File: src/rtl/drive_bus_arbiter.sv
// drive_bus_arbiter: round-robin arbiter sharing one 8-bit drive bus between
// N requesters at burst granularity. All outputs are registered.
// Optional build macro DRIVE_ARB_STATS_EN adds the beat_cnt / trunc_cnt
// statistics outputs; without it those ports and counters do not exist.
// Handshake: a beat from requester k transfers on a posedge where
// req[k] & gnt[k] are both high; req is the valid, gnt the ready, and the
// accepted beat appears on in/valid one cycle later.
module drive_bus_arbiter #(
  parameter int N         = 4,
  parameter int MAX_BEATS = 16,
  parameter int IDW       = 2
) (
  input  logic             clk,
  input  logic             reset,
  input  logic [N-1:0]     req,
  input  logic [8*N-1:0]   req_data,
  input  logic [N-1:0]     req_last,
  output logic [N-1:0]     gnt,
  output logic [7:0]       in,
  output logic             valid,
  output logic             busy,
  output logic [IDW-1:0]   owner,
  output logic             trunc,
`ifdef DRIVE_ARB_STATS_EN
  output logic [31:0]      beat_cnt,
  output logic [15:0]      trunc_cnt,
`endif
  output logic             dbg_state
);

  localparam int CW = $clog2(MAX_BEATS + 1);

  typedef enum logic {IDLE = 1'b0, BURST = 1'b1} state_t;

  state_t           state, state_n;
  logic [CW-1:0]    cnt, cnt_n;
  logic [N-1:0]     gnt_n;
  logic [7:0]       in_n;
  logic             valid_n, busy_n, trunc_n;
  logic [IDW-1:0]   owner_n;
  logic [IDW-1:0]   win;
  logic             found;
  logic             cur_req, cur_last;
  logic [7:0]       cur_data;
  logic             accept;

  assign dbg_state = (state == BURST);

  // Round-robin search: first requester after the current owner, wrapping.
  always_comb begin
    win   = owner;
    found = 1'b0;
    for (int i = 1; i <= N; i++) begin
      for (int k = 0; k < N; k++) begin
        if (!found && req[k] && (k == (int'(owner) + i) % N)) begin
          found = 1'b1;
          win   = IDW'(k);
        end
      end
    end
  end

  // Select the request lane belonging to the current owner.
  always_comb begin
    cur_req  = 1'b0;
    cur_last = 1'b0;
    cur_data = '0;
    for (int k = 0; k < N; k++) begin
      if (owner == IDW'(k)) begin
        cur_req  = req[k];
        cur_last = req_last[k];
        cur_data = req_data[8*k +: 8];
      end
    end
  end

  assign accept = (state == BURST) && cur_req;

  // Next-state and next-output logic; valid/trunc default low, data holds.
  always_comb begin
    state_n = state;
    cnt_n   = cnt;
    gnt_n   = gnt;
    in_n    = in;
    valid_n = 1'b0;
    busy_n  = busy;
    owner_n = owner;
    trunc_n = 1'b0;
    case (state)
      IDLE: begin
        gnt_n = '0;
        if (found) begin
          state_n = BURST;
          owner_n = win;
          busy_n  = 1'b1;
          cnt_n   = '0;
          for (int k = 0; k < N; k++) gnt_n[k] = (win == IDW'(k));
        end
      end
      BURST: begin
        if (accept) begin
          in_n    = cur_data;
          valid_n = 1'b1;
          cnt_n   = cnt + 1'b1;
          // A burst ends on last, or is cut off at its MAX_BEATS-th beat.
          if (cur_last || (cnt == CW'(MAX_BEATS - 1))) begin
            state_n = IDLE;
            gnt_n   = '0;
            busy_n  = 1'b0;
            trunc_n = !cur_last;
          end
        end
      end
      default: state_n = IDLE;
    endcase
  end

  // State and registered output update.
  always_ff @(posedge clk) begin
    if (reset) begin
      state <= IDLE;
      cnt   <= '0;
      gnt   <= '0;
      in    <= 8'h00;
      valid <= 1'b0;
      busy  <= 1'b0;
      owner <= IDW'(N - 1);
      trunc <= 1'b0;
    end else begin
      state <= state_n;
      cnt   <= cnt_n;
      gnt   <= gnt_n;
      in    <= in_n;
      valid <= valid_n;
      busy  <= busy_n;
      owner <= owner_n;
      trunc <= trunc_n;
    end
  end

`ifdef DRIVE_ARB_STATS_EN
  // Saturating statistics counters.
  always_ff @(posedge clk) begin
    if (reset) begin
      beat_cnt  <= '0;
      trunc_cnt <= '0;
    end else begin
      if (accept && (beat_cnt != 32'hFFFF_FFFF)) beat_cnt <= beat_cnt + 32'd1;
      if (trunc_n && (trunc_cnt != 16'hFFFF)) trunc_cnt <= trunc_cnt + 16'd1;
    end
  end
`endif

endmodule

File: config.mk
export PLATFORM = sky130hd
export DESIGN_NAME = drive_bus_arbiter
export DESIGN_NICKNAME = d
export VERILOG_FILES = /design/src/rtl/drive_bus_arbiter.sv
export SDC_FILE = /design/constraint.sdc
export NUM_CORES = 1
export LEC_CHECK = 0
export CAP_MARGIN = 5
export CORE_ASPECT_RATIO = 1.75
export CORE_UTILIZATION = 40
export CTS_CLUSTER_SIZE = 14
export DETAILED_ROUTE_END_ITERATION = 10
export DONT_BUFFER_PORTS = 1
export GPL_TIMING_DRIVEN = 0
export PLACE_DENSITY_LB_ADDON = 0.08
export SYNTH_ARGS = -nofsm -noshare
export SYNTH_HDL_FRONTEND = slang
export SYNTH_SLANG_ARGS = --single-unit
File: constraint.sdc
create_clock -name clk -period 1.42 [get_ports clk]
set_input_delay 0.284 -clock clk [delete_from_list [all_inputs] [get_ports clk]]
set_output_delay 0.284 -clock clk [all_outputs]
set_load 0.01 [all_outputs]
==> results.cfg <==
[clock_tree]
htree_levels = 1
clock-sinks = 23
cts_tree = built
clkTransAtPathRegs_ns = 0.08
root_buffer = clkbuf_8
worst_skew_pair.late_latency_ns = 0.26
cts_buffer_depth = 2
numCtsBuffers = 3

[placed_design]
dpl.hpwl_mm = 2.32
placed_cell_area_sq_mm = 0.00134
portBuffers = 0
place.gp.congestion = 0.736
place_inst = 174

[job]
drv_cap = 0

[global_routing]
overflow = 0
global_route.usage.total_pct = 19.5
grt_antenna_before_repair = 0
grt_max_degree = 14
first_global_vias = 1069
grt_pass1_wl_mm = 4.96

[sta]
worst_hold_slack_ns = 0.369
slew_violations = 0
fmaxAchievable_ghz = 0.598
period_minus_slack_ns = 1.67
rsz0062_at_grt = yes
slew_headroom_pct = 58.9
setup_violations = 22
worst_pin_slew_ns = 0.617
final_hold_viol_count = 0
setup_ws_ns = -0.253
fin_crit_sh_pct = 118
skew_ns = 0.00116

[worst_setup_path]
cp-start-kind = flop
ff2ff_setup_slack_ns = -0.25
path_class = reg -> reg
critPathCaptureType = flop
cp_max_fo = 6
r2r_cells = 6
crit_arrival_ns = 1.80
worstPathRequired_ns = 1.55

[floorplan]
start_util_pct = 42.6
die_h_um = 76.7
die_w_um = 44.7
io_pins = 60
die-area_sq_mm = 0.00343
core_area_sq_mm = 0.00299
fp-row-count = 26

[drt]
wl_mm = 3.24
viasPerCell = 5.89
wl_per_cell_um = 17.7
drt-pass1-iter-count = 4
drcViolationCount = 0
vias = 1078
drt_iter0_drc = 18
postRouteAntennaNets = 0

[layout]
multiInputGateArea_sq_um = 860
seqCellArea_sq_um = 464
diodes = 0
fillers = 298
drive_above_1_share_pct = 38.3
finalInstanceArea_sq_mm = 0.00155
fin_nets = 186
area.growth.synth_to_final_pct = 21.5
fin_cells = 183

[min_path]
hold_depth = 2
hold_class = in -> reg

[synthesis]
syn_area_sq_mm = 0.00128
ys_warn_count = 0
synth_area_leaders = dfxtp_1 (36%), mux4_2 (11%), mux4_1 (8.2%)
netlist_instances = 132
synth_edf_count = 0
synth_flop_cell = dfxtp_1
yosysUniqueCellTypes = 38
syn_nets = 176
syn_avg_cell_area_sq_um = 9.67
synth_top_area_share_pct = 36.1
yosysSeqAreaShare_pct = 36.1
synth_top_cell_by_area = dfxtp_1
async_flop_share_pct = 0
synth-seq-cells = 23

[run_status]
violations = setup timing
outcome = complete, but fails checks

[power]
p_total_mw = 2.00
leakage_nw = 0.574
powerDensity_mw_per_mm2 = 1290
ir_drop_uv = 1020
==> worst max-delay path: stages, from the launching register on <==
cell and delay, ns:
dfxtp_2 0.37, buf_6 0.13, mux4_2 0.60, and2_4 0.20, buf_6 0.14, nand2_2 0.06, a21oi_2 0.04
==> timing repair <==
action	4_1_cts	5_1_grt
buffers inserted	4	0
hold buffers	0	0
pin swaps	5	11
setup endpoints to repair	23	23
gates cloned	1	0
resized for setup	20	17
==> cells in the final DEF, fill, tap and decap left out, drive strengths merged, types with 3 or more instances in the layout <==
cell type   n
dfxtp      23
nand2b      3
buf        10
nand2      20
nand3       6
inv         5
nor2        7
clkbuf      7
o21ai       3
and3        3
mux4       10
a32o        4
a21oi      15
==> cell families (layout without fill, tap and decap cells) <==
family	count (synthesis)	count (layout)	synth area share, %
AOI/OAI and AO/OA	32	32	17.2
xor gates and xnor gates	1	1	0.686
adders and majority gates	2	2	1.96
buffers and inverters	14	23	5.59
DFF	23	23	36.1
muxes	10	10	18.8
and+or+nand+nor	50	50	19.7
==> synth_stat cells (3+ instances only) <==
| library cell | instances |
|---|---|
| a21oi_1 | 15 |
| a32o_1 | 4 |
| buf_2 | 3 |
| clkbuf_1 | 4 |
| dfxtp_1 | 23 |
| inv_1 | 5 |
| mux4_1 | 4 |
| mux4_2 | 6 |
| nand2_1 | 19 |
| nand2b_1 | 3 |
| nand3_1 | 6 |
| nor2_1 | 7 |
==> cell type report <==
| type | count | share of cell area (%) |
|---|---|---|
| multi-input cells | 95 | 55.4 |
| flip-flops and latches | 23 | 29.9 |
| plain buffers | 9 | 4.36 |
| well taps | 42 | 3.39 |
| clock buffers | 3 | 2.66 |
| repair buffers | 5 | 2.66 |
| inverters | 5 | 1.21 |
| clock inverters | 1 | 0.323 |
==> power breakdown <==
part | switching (mW) | internal (mW)
Sequential | 0.0950 | 0.731
Clock | 0.207 | 0.196
Combinational | 0.392 | 0.376
Total | 0.695 | 1.30
==> registers in the layout, summed over array words and instances (netlist names) <==
signal and cells:
valid 1, trunc 1, in 8, dbg_state 1, cnt 5, gnt 4, owner 2, busy 1
==> metrics by stage <==
step	utilization, %	setup WS [ns]	TNS [ns]
after floorplan	-	-0.155	-2.35
after global placement	44.7	-0.329	-5.39
after detailed placement	44.7	-0.344	-5.71
after CTS	49.5	-0.265	-4.50
after global routing	51.8	-0.302	-5.63
final	51.8	-0.253	-4.24
==> per-layer routing <==
metal	global-route usage [%]	vias to the layer above	wire length [um]
met1	17.8	518	1080
met5	0	-	0
met2	38.5	49	1890
li1	-	507	-
met4	7.27	0	42
met3	4.00	4	222
==> path summary, 6_finish.rpt <==
check / start / end
setup / recovery: owner[0] / cnt[1]
hold / removal: req_last[0] / trunc
setup reg to reg: owner[0] / cnt[1]
hold reg to reg: cnt[4] / cnt[4]
(Power assumes the default switching activity.)
